==> src/rtl/wb_pkg.sv <==
// wb_pkg: shared definitions for register-file writeback sharing.
//   WB_ADDR_W / WB_DATA_W : default register address / data widths
//   req_idx_e             : requester index (REQ_ALU=0, REQ_LOAD=1)
//   ZERO_REG              : hard-wired zero register, never written
package wb_pkg;

    localparam int unsigned WB_ADDR_W = 5;
    localparam int unsigned WB_DATA_W = 32;

    typedef enum logic {
        REQ_ALU  = 1'b0,
        REQ_LOAD = 1'b1
    } req_idx_e;

    localparam int unsigned ZERO_REG = 0;

endpackage

==> src/rtl/rr_arbiter2.sv <==
// rr_arbiter2: 2-way round-robin arbiter with a registered last-grant pointer.
//   i_clk, i_rst  : clock, asynchronous active-high reset
//   i_req[1:0]    : request vector (bit n = requester n)
//   o_grant[1:0]  : one-hot grant (combinational)
//   o_grant_idx   : index of the granted requester (valid when |o_grant)
//   o_last        : most recently granted requester (resets to REQ_LOAD)
module rr_arbiter2
    import wb_pkg::*;
(
    input  logic       i_clk,
    input  logic       i_rst,
    input  logic [1:0] i_req,
    output logic [1:0] o_grant,
    output req_idx_e   o_grant_idx,
    output req_idx_e   o_last
);

    req_idx_e r_last;

    always_comb begin
        o_grant     = '0;
        o_grant_idx = REQ_ALU;
        case (i_req)
            2'b01: begin
                o_grant     = 2'b01;
                o_grant_idx = REQ_ALU;
            end
            2'b10: begin
                o_grant     = 2'b10;
                o_grant_idx = REQ_LOAD;
            end
            2'b11: begin
                // Contention: the requester not served last time wins.
                if (r_last == REQ_LOAD) begin
                    o_grant     = 2'b01;
                    o_grant_idx = REQ_ALU;
                end else begin
                    o_grant     = 2'b10;
                    o_grant_idx = REQ_LOAD;
                end
            end
            default: ;
        endcase
    end

    // Every grant is a completed transfer (ready == grant), so the pointer
    // advances whenever anything is granted.
    always_ff @(posedge i_clk or posedge i_rst) begin
        if (i_rst) begin
            r_last <= REQ_LOAD;
        end else if (|o_grant) begin
            r_last <= o_grant_idx;
        end
    end

    assign o_last = r_last;

endmodule

==> src/rtl/regfile_wb_arbiter.sv <==
// regfile_wb_arbiter: shares the register file write port between the ALU
// (requester 0) and the load/multi-cycle unit (requester 1).
//   CLK, RST                  : clock, asynchronous active-high reset
//   Rn_VALID/READY/ADDR/DATA  : requester n write handshake
//   A3, WD3, WE3              : registered register-file write port
//   Q1_ADDR/Q2_ADDR, Q1_HIT/Q2_HIT : read-bypass queries against the in-flight write
//   FWD_DATA                  : bypass value (same as WD3)
//   GRANT_LAST                : index of the most recently granted requester
module regfile_wb_arbiter
    import wb_pkg::*;
#(
    parameter int unsigned Address_Width = WB_ADDR_W,
    parameter int unsigned Data_Width    = WB_DATA_W
) (
    input  logic                     CLK,
    input  logic                     RST,
    input  logic                     R0_VALID,
    output logic                     R0_READY,
    input  logic [Address_Width-1:0] R0_ADDR,
    input  logic [Data_Width-1:0]    R0_DATA,
    input  logic                     R1_VALID,
    output logic                     R1_READY,
    input  logic [Address_Width-1:0] R1_ADDR,
    input  logic [Data_Width-1:0]    R1_DATA,
    output logic [Address_Width-1:0] A3,
    output logic [Data_Width-1:0]    WD3,
    output logic                     WE3,
    input  logic [Address_Width-1:0] Q1_ADDR,
    input  logic [Address_Width-1:0] Q2_ADDR,
    output logic                     Q1_HIT,
    output logic                     Q2_HIT,
    output logic [Data_Width-1:0]    FWD_DATA,
    output logic                     GRANT_LAST
);

    logic [1:0]               w_grant;
    req_idx_e                 w_grant_idx;
    req_idx_e                 w_last;
    logic                     w_xfer;
    logic [Address_Width-1:0] w_addr;
    logic [Data_Width-1:0]    w_data;

    logic [Address_Width-1:0] r_a3;
    logic [Data_Width-1:0]    r_wd3;
    logic                     r_we3;

    rr_arbiter2 u_arb (
        .i_clk       (CLK),
        .i_rst       (RST),
        .i_req       ({R1_VALID, R0_VALID}),
        .o_grant     (w_grant),
        .o_grant_idx (w_grant_idx),
        .o_last      (w_last)
    );

    // READY is suppressed during reset so nobody believes a write was taken.
    assign R0_READY = w_grant[0] & ~RST;
    assign R1_READY = w_grant[1] & ~RST;
    assign w_xfer   = |w_grant;

    assign w_addr = (w_grant_idx == REQ_LOAD) ? R1_ADDR : R0_ADDR;
    assign w_data = (w_grant_idx == REQ_LOAD) ? R1_DATA : R0_DATA;

    always_ff @(posedge CLK or posedge RST) begin
        if (RST) begin
            r_a3  <= '0;
            r_wd3 <= '0;
            r_we3 <= 1'b0;
        end else if (w_xfer) begin
            r_a3  <= w_addr;
            r_wd3 <= w_data;
            // Zero-register writes are accepted but never reach the file.
            r_we3 <= (w_addr != Address_Width'(ZERO_REG));
        end else begin
            r_we3 <= 1'b0;
        end
    end

    assign A3         = r_a3;
    assign WD3        = r_wd3;
    assign WE3        = r_we3;
    assign FWD_DATA   = r_wd3;
    assign GRANT_LAST = w_last;

    assign Q1_HIT = r_we3 && (Q1_ADDR == r_a3) && (Q1_ADDR != Address_Width'(ZERO_REG));
    assign Q2_HIT = r_we3 && (Q2_ADDR == r_a3) && (Q2_ADDR != Address_Width'(ZERO_REG));

endmodule
==> config.mk <==
export PLATFORM = sky130hd
export DESIGN_NAME = regfile_wb_arbiter
export DESIGN_NICKNAME = d
export VERILOG_FILES = /design/src/rtl/wb_pkg.sv /design/src/rtl/rr_arbiter2.sv /design/src/rtl/regfile_wb_arbiter.sv
export SDC_FILE = /design/constraint.sdc
export NUM_CORES = 1
export LEC_CHECK = 0
export CORE_MARGIN = 5
export CORE_UTILIZATION = 39
export DETAILED_ROUTE_END_ITERATION = 16
export PLACE_DENSITY = 0.89
export SYNTH_ARGS = -nofsm -noshare
export SYNTH_HDL_FRONTEND = slang
export SYNTH_SLANG_ARGS = --single-unit
==> constraint.sdc <==
create_clock -name CLK -period 2.1 [get_ports CLK]
set_input_delay 0.21 -clock CLK [delete_from_list [all_inputs] [get_ports CLK]]
set_output_delay 0.21 -clock CLK [all_outputs]
set_load 0.02 [all_outputs]
==> impl_metrics.ini, run 1 <==
[run_status]
status = finished, final reports clean

[sta]
period_minus_slack_ns = 1.99
layout_setup_ws_ns = 0.112
rsz0062_at_grt = false
fmax_mhz = 503
hold_viol_final = 0
skew_ns = 0.00624
slew-limit-headroom_pct = 64.6
finalSetupViolations = 0
drv_slew = 0
finalCritPeriodShare_pct = 94.7
tightest_slew_ns = 0.528
setup_tns_ns = 0

[clock_tree]
clk_path_buf_depth = 2
cts_num_sinks = 39
cts_made_buffers = 5
h-tree-depth = 2
cts_tree = yes
postCtsHoldBufs = 0
clockRootBuffer = clkbuf_8
insertion_delay_ns = 0.29
postCtsSetupBuffers = 0
clk_pin_slew_ns = 0.08

[cells_and_area]
regArea_um2 = 977
antenna_cells = 0
nets = 485
drive_gt1_share_pct = 14.8
syn2layout_area_growth_pct = 62.3
multi_input_area_um2 = 1140
nFillCells = 528

[yosys]
synth_warnings = 0
syn_nets = 357
synth_cell_type_count = 28
syn-mean-instance-area_um2 = 9.16
syn_area_um2 = 2460
ys_seq_area_share_pct = 39.6
synthCells = 269
ys_seq_elements = 39

[drt]
ant_nets = 0
drt-met1-wl_um = 2840
via_count = 2418
top_layer = met4
wire_per_inst_um = 16.3
drt_first_pass_iters = 4
drt_iter0_drc = 56
wl_met3_um = 693
drt-vias-per-instance = 5.09
wl_met2_um = 4130
routed_wl_um = 7750
drt_drc_violations_left = 0

[power_and_ir_drop]
max-vdd-ir-drop_mv = 0.394
leakagePower_nw = 1.59
p_per_area_nw_per_um2 = 688

[floorplan]
die-area_um2 = 8010
core-area_um2 = 6240
rows = 29
fp.dieW_um = 89.5
start_util_pct = 39.5
pin_count = 163
die_h_um = 89.5

[job]
drv_cap = 0

[placed_design]
hpwl_um = 6000
io_buffers = 162
place_congestion = 0.769
dp_slack_ns = 0.0327

[global_route]
grt_pass1_vias = 2570
grt_max_degree = 40
grt_pass1_wl_um = 11900
antenna_found_initial = 0
grt_overflow = 0
globalRouteTotalUtil_pct = 19.1

[critical_path]
critical_path_class = flip-flop to output pin
cp_data_required_time_ns = 1.89
critPathSlowestCell = clkdlybuf4s50_1
path_cells = nand2b_1 > nand2_1 > nor2_1 > clkdlybuf4s50_1
crit_fanout = 4
start_kind = flip-flop
worstPathArrival_ns = 1.78
end_kind = output pin
cpPeakStageDelay_ns = 0.64

[min_path]
hold_path.class = input port to asynchronous set/reset pin
metal layers:
| layer | vias to the layer above | global-route usage [%] |
|---|---|---|
| li1 | 1158 | - |
| met1 | 1152 | 20.9 |
| met2 | 98 | 35.8 |
| met3 | 10 | 5.99 |
| met4 | 0 | 4.33 |
| met5 | - | 0 |
synthesized netlist by cell type:
library cell / n / share of area [%]
inv_1: 1 / 0.15
buf_1: 3 / 0.46
o21ai_0: 1 / 0.20
nor2_2: 1 / 0.25
nand2_1: 1 / 0.15
o22ai_1: 36 / 9.1
o21a_1: 2 / 0.61
a31oi_1: 1 / 0.25
mux2_2: 36 / 16
and3_1: 1 / 0.25
a21oi_1: 3 / 0.61
nand3_1: 2 / 0.41
nand2b_1: 2 / 0.51
nor2_1: 76 / 12
nor4_1: 2 / 0.51
or4_4: 1 / 0.46
o2bb2ai_1: 1 / 0.36
buf_2: 5 / 1.0
xor2_1: 6 / 2.1
clkbuf_2: 1 / 0.20
buf_4: 33 / 10
xnor2_1: 2 / 0.71
nand2_2: 2 / 0.51
nor3_1: 4 / 0.81
dfrtp_1: 38 / 39
clkbuf_1: 2 / 0.30
buf_6: 5 / 2.3
dfstp_2: 1 / 1.1
worst paths after layout:
kind	startpoint	end	slack, ns	cells after the start
worst min-delay path	RST	WE3$_DFF_PP0_	0.27	2
worst max-delay path	u_arb.o_last$_DFFE_PP1P_	R0_READY	0.11	4
worst min register to register	u_arb.o_last$_DFFE_PP1P_	u_arb.o_last$_DFFE_PP1P_	0.55	1
min in group CLK	R0_VALID	WE3$_DFF_PP0_	0.33	4
worst max register to register	u_arb.o_last$_DFFE_PP1P_	A3[3]$_DFFE_PP0P_	0.70	4
max in group asynchronous	RST	FWD_DATA[2]$_DFFE_PP0P_	1.25	3
logic make-up after synthesis:
family | after synthesis | synth area share, %
multiplexers | 36 | 16.4
flip-flops | 39 | 39.6
XOR/XNOR | 8 | 2.84
buffers and inverters | 50 | 14.5
AO/OA/AOI/OAI | 44 | 11.2
AND/OR/NAND/NOR | 92 | 15.4
timing repair:
action | in CTS | in global routing
pin swaps | 0 | 0
gates resized for setup | 2 | 1
cloned | 0 | 0
setup endpoints to repair | 2 | 1
final cells by class:
class | instances | area share (%)
repair buffers | 170 | 41.8
flip-flops and latches | 39 | 24.4
multi-input cells | 180 | 28.4
clock buffers | 5 | 1.72
clock inverters | 3 | 1.09
well taps | 77 | 2.41
inverters | 1 | 0.0938
report_power, final:
part,total (mW),leakage (nW),switching (mW),internal (mW)
sequential,0.951,0.446,0.0955,0.855
clock,0.624,0.0581,0.271,0.354
combinational,1.18,1.09,0.546,0.630
total,2.75,1.59,0.913,1.84
layout by cell type (no fill, tap or decap), types with 2 or more instances in the layout:
cell and n:
clkdlybuf4s50_1 159, nor2_1 76, dfrtp_1 38, mux2_2 36
o22ai_1 36, buf_4 8, xor2_1 6, clkbuf_8 5
nor3_1 4, a21oi_1 3, nand2_2 2, nand2b_1 2
xnor2_1 2, nand3_1 2, o21a_1 2, dlygate4sd2_1 2
through the flow:
| step | hold WS (ns) | power (mW) | util [%] | instances | area (µm²) |
|---|---|---|---|---|---|
| floorplan | 0.354 | 1.63 | - | 269 | 2460 |
| global placement | 0.531 | 2.12 | 62.2 | 467 | 3880 |
| detailed placement | 0.541 | 2.15 | 62.2 | 467 | 3880 |
| CTS | 0.264 | 2.79 | 64.0 | 475 | 4000 |
| global route | 0.278 | 2.91 | 64.1 | 475 | 4000 |
| finish | 0.269 | 2.75 | 64.1 | 475 | 4000 |
registers in the layout, summed over array words and instances (netlist names):
register / flops
A3: 5
WE3: 1
FWD_DATA: 32
u_arb.o_last: 1
worst max-delay path: cells and delay by family, from the launching register on:
kind	cells	cell delay (ns)
simple gates	3	0.29
buf+inv	1	0.64
flops	1	0.56
(Power assumes the default switching activity.)
==> inputs of run 2 (changes only) <==
GPL_TIMING_DRIVEN = 0   (was unset)
==> impl_metrics.ini, run 2 (synthesis gave the netlist of run 1 again) <==
[power_and_ir_drop]
pwr-share-clk_pct = 19.8
p_comb_share_pct = 46.5
p_int_mw = 1.89
max-vdd-ir-drop_mv = 0.368
leakagePower_nw = 1.76
p_switching_mw = 0.936
netSwitchingFraction_pct = 33.1
finalPower_mw = 2.83
p_per_area_nw_per_um2 = 661
seqPwrFrac_pct = 33.7

[placed_design]
place_congestion = 0.756
dp.cells = 506
hpwl_um = 6490
dp_slack_ns = 0.0290
io_buffers = 160

[cells_and_area]
final_common_cell = clkdlybuf4s50_1
largest_reg_flops = 32
finalNonFillerCells = 513
nets = 523
drive_gt1_share_pct = 21.3
antenna_cells = 0
syn2layout_area_growth_pct = 73.5
layout_common_cells = 158 x clkdlybuf4s50_1, 76 x nor2_1, 38 x dfrtp_1, 36 x mux2_2, 36 x o22ai_1

[sta]
hold_viol_final = 0
skew_ns = 0.00454
finalSetupViolations = 0
finalCritPeriodShare_pct = 94.2
holdWs_ns = 0.357
layout_setup_ws_ns = 0.121
fmax_mhz = 505
tightest_slew_ns = 0.829
rsz0062_at_grt = false
period_minus_slack_ns = 1.98
slew-limit-headroom_pct = 44.6
drv_slew = 0

[floorplan]
pin_count = 163
fp.dieW_um = 89.5
die-area_um2 = 8010
die_h_um = 89.5
core-area_um2 = 6240
start_util_pct = 39.5
rows = 29

[critical_path]
worstReg2RegEnd = FWD_DATA[8]$_DFFE_PP0P_
cp_data_required_time_ns = 1.89
critical_path_class = flip-flop to output pin
end_kind = output pin
regToRegSetupSlack_ns = 0.66
r2r_start = u_arb.o_last$_DFFE_PP1P_
ff2ff_path_depth = 5
critPathCapture = R1_READY
crit_fanout = 19
worstPathArrival_ns = 1.77
start_kind = flip-flop
startpoint = u_arb.o_last$_DFFE_PP1P_

[clock_tree]
cts_made_buffers = 5
postCtsSetupBuffers = 0
insertion_delay_ns = 0.29
h-tree-depth = 2
clk_path_buf_depth = 2
clk_pin_slew_ns = 0.08
cts_resized = 4
cts_num_sinks = 39
clockRootBuffer = clkbuf_8
cts_tree = yes
postCtsHoldBufs = 0

[global_route]
grt_pass1_vias = 2724
grt_max_degree = 40
antenna_found_initial = 0
grt_overflow = 0
globalRouteTotalUtil_pct = 20.0
grt_pass1_wl_um = 12500

[drt]
via_count = 2555
drt-vias-per-instance = 4.98
drt_iter0_drc = 51
wire_per_inst_um = 15.9
drt_first_pass_iters = 4
drt_drc_violations_left = 0
ant_nets = 0
routed_wl_um = 8160

[job]
drv_cap = 0

[run_status]
status = finished, final reports clean

[min_path]
hold_path.class = input port to flip-flop
[run 2: cell types whose count changed in the layout (fill, tap and decap cells not counted), moves of 2 or more]
cell | previous run | this run
buf_4 | 8 | 33
buf_6 | 0 | 5
buf_1 | 0 | 3
buf_2 | 1 | 4
clkbuf_1 | 0 | 3
clkbuf_8 | 5 | 7
[run 2: area by class of cell]
type,count,area (µm²)
Inverter,1,3.75
Sequential cell,39,977
Timing Repair Buffer,160,1600
Multi-Input combinational cell,180,1150
Buffer,48,348
Fill cell,499,1970
Clock buffer,8,100
Tap cell,77,96.3
[run 2: power by group through the flow]
stage | clock network [mW] | registers (mW) | logic, mW
after floorplan | 0 | 1.08 | 0.558
after global placement | 0 | 0.961 | 1.29
after detailed placement | 0 | 0.969 | 1.32
after CTS | 0.579 | 0.957 | 1.33
after global routing | 0.606 | 0.972 | 1.40
final | 0.559 | 0.954 | 1.31
[run 2: how the worst min path moves through the flow]
stage / slack, ns / to / from / cells after the start
after floorplan: 0.35 / A3[0]$_DFFE_PP0P_ / R1_ADDR[0] / 2
after global placement: 0.53 / u_arb.o_last$_DFFE_PP1P_ / u_arb.o_last$_DFFE_PP1P_ / 1
after detailed placement: 0.55 / u_arb.o_last$_DFFE_PP1P_ / u_arb.o_last$_DFFE_PP1P_ / 1
after CTS: 0.32 / A3[3]$_DFFE_PP0P_ / R1_VALID / 3
after global routing: 0.40 / A3[3]$_DFFE_PP0P_ / R1_VALID / 3
final: 0.36 / A3[3]$_DFFE_PP0P_ / R1_VALID / 3
[run 2: stage by stage]
stage               utilization (%)  instance area [µm²]  setup TNS [ns]
global route                   68.5                 4280               0
CTS                            68.4                 4270               0
detailed placement             66.7                 4160               0
global placement               66.7                 4160          -0.120
floorplan                         -                 2460               0
finish                         68.5                 4280               0
[run 2: layer usage]
metal	vias to the layer above	GRT usage (%)	part of all wire (%)
li1	1229	-	-
met1	1219	22.5	39
met2	100	37.4	53
met3	7	5.07	8.0
met4	0	4.60	0.75
met5	-	0	0
[run 2: critical path, cell delays in order, from the launching register on]
cell and delay (ns):
dfstp_2 0.56, nand2_2 0.12, nand2_8 0.17, nor2_1 0.06, clkdlybuf4s50_1 0.56
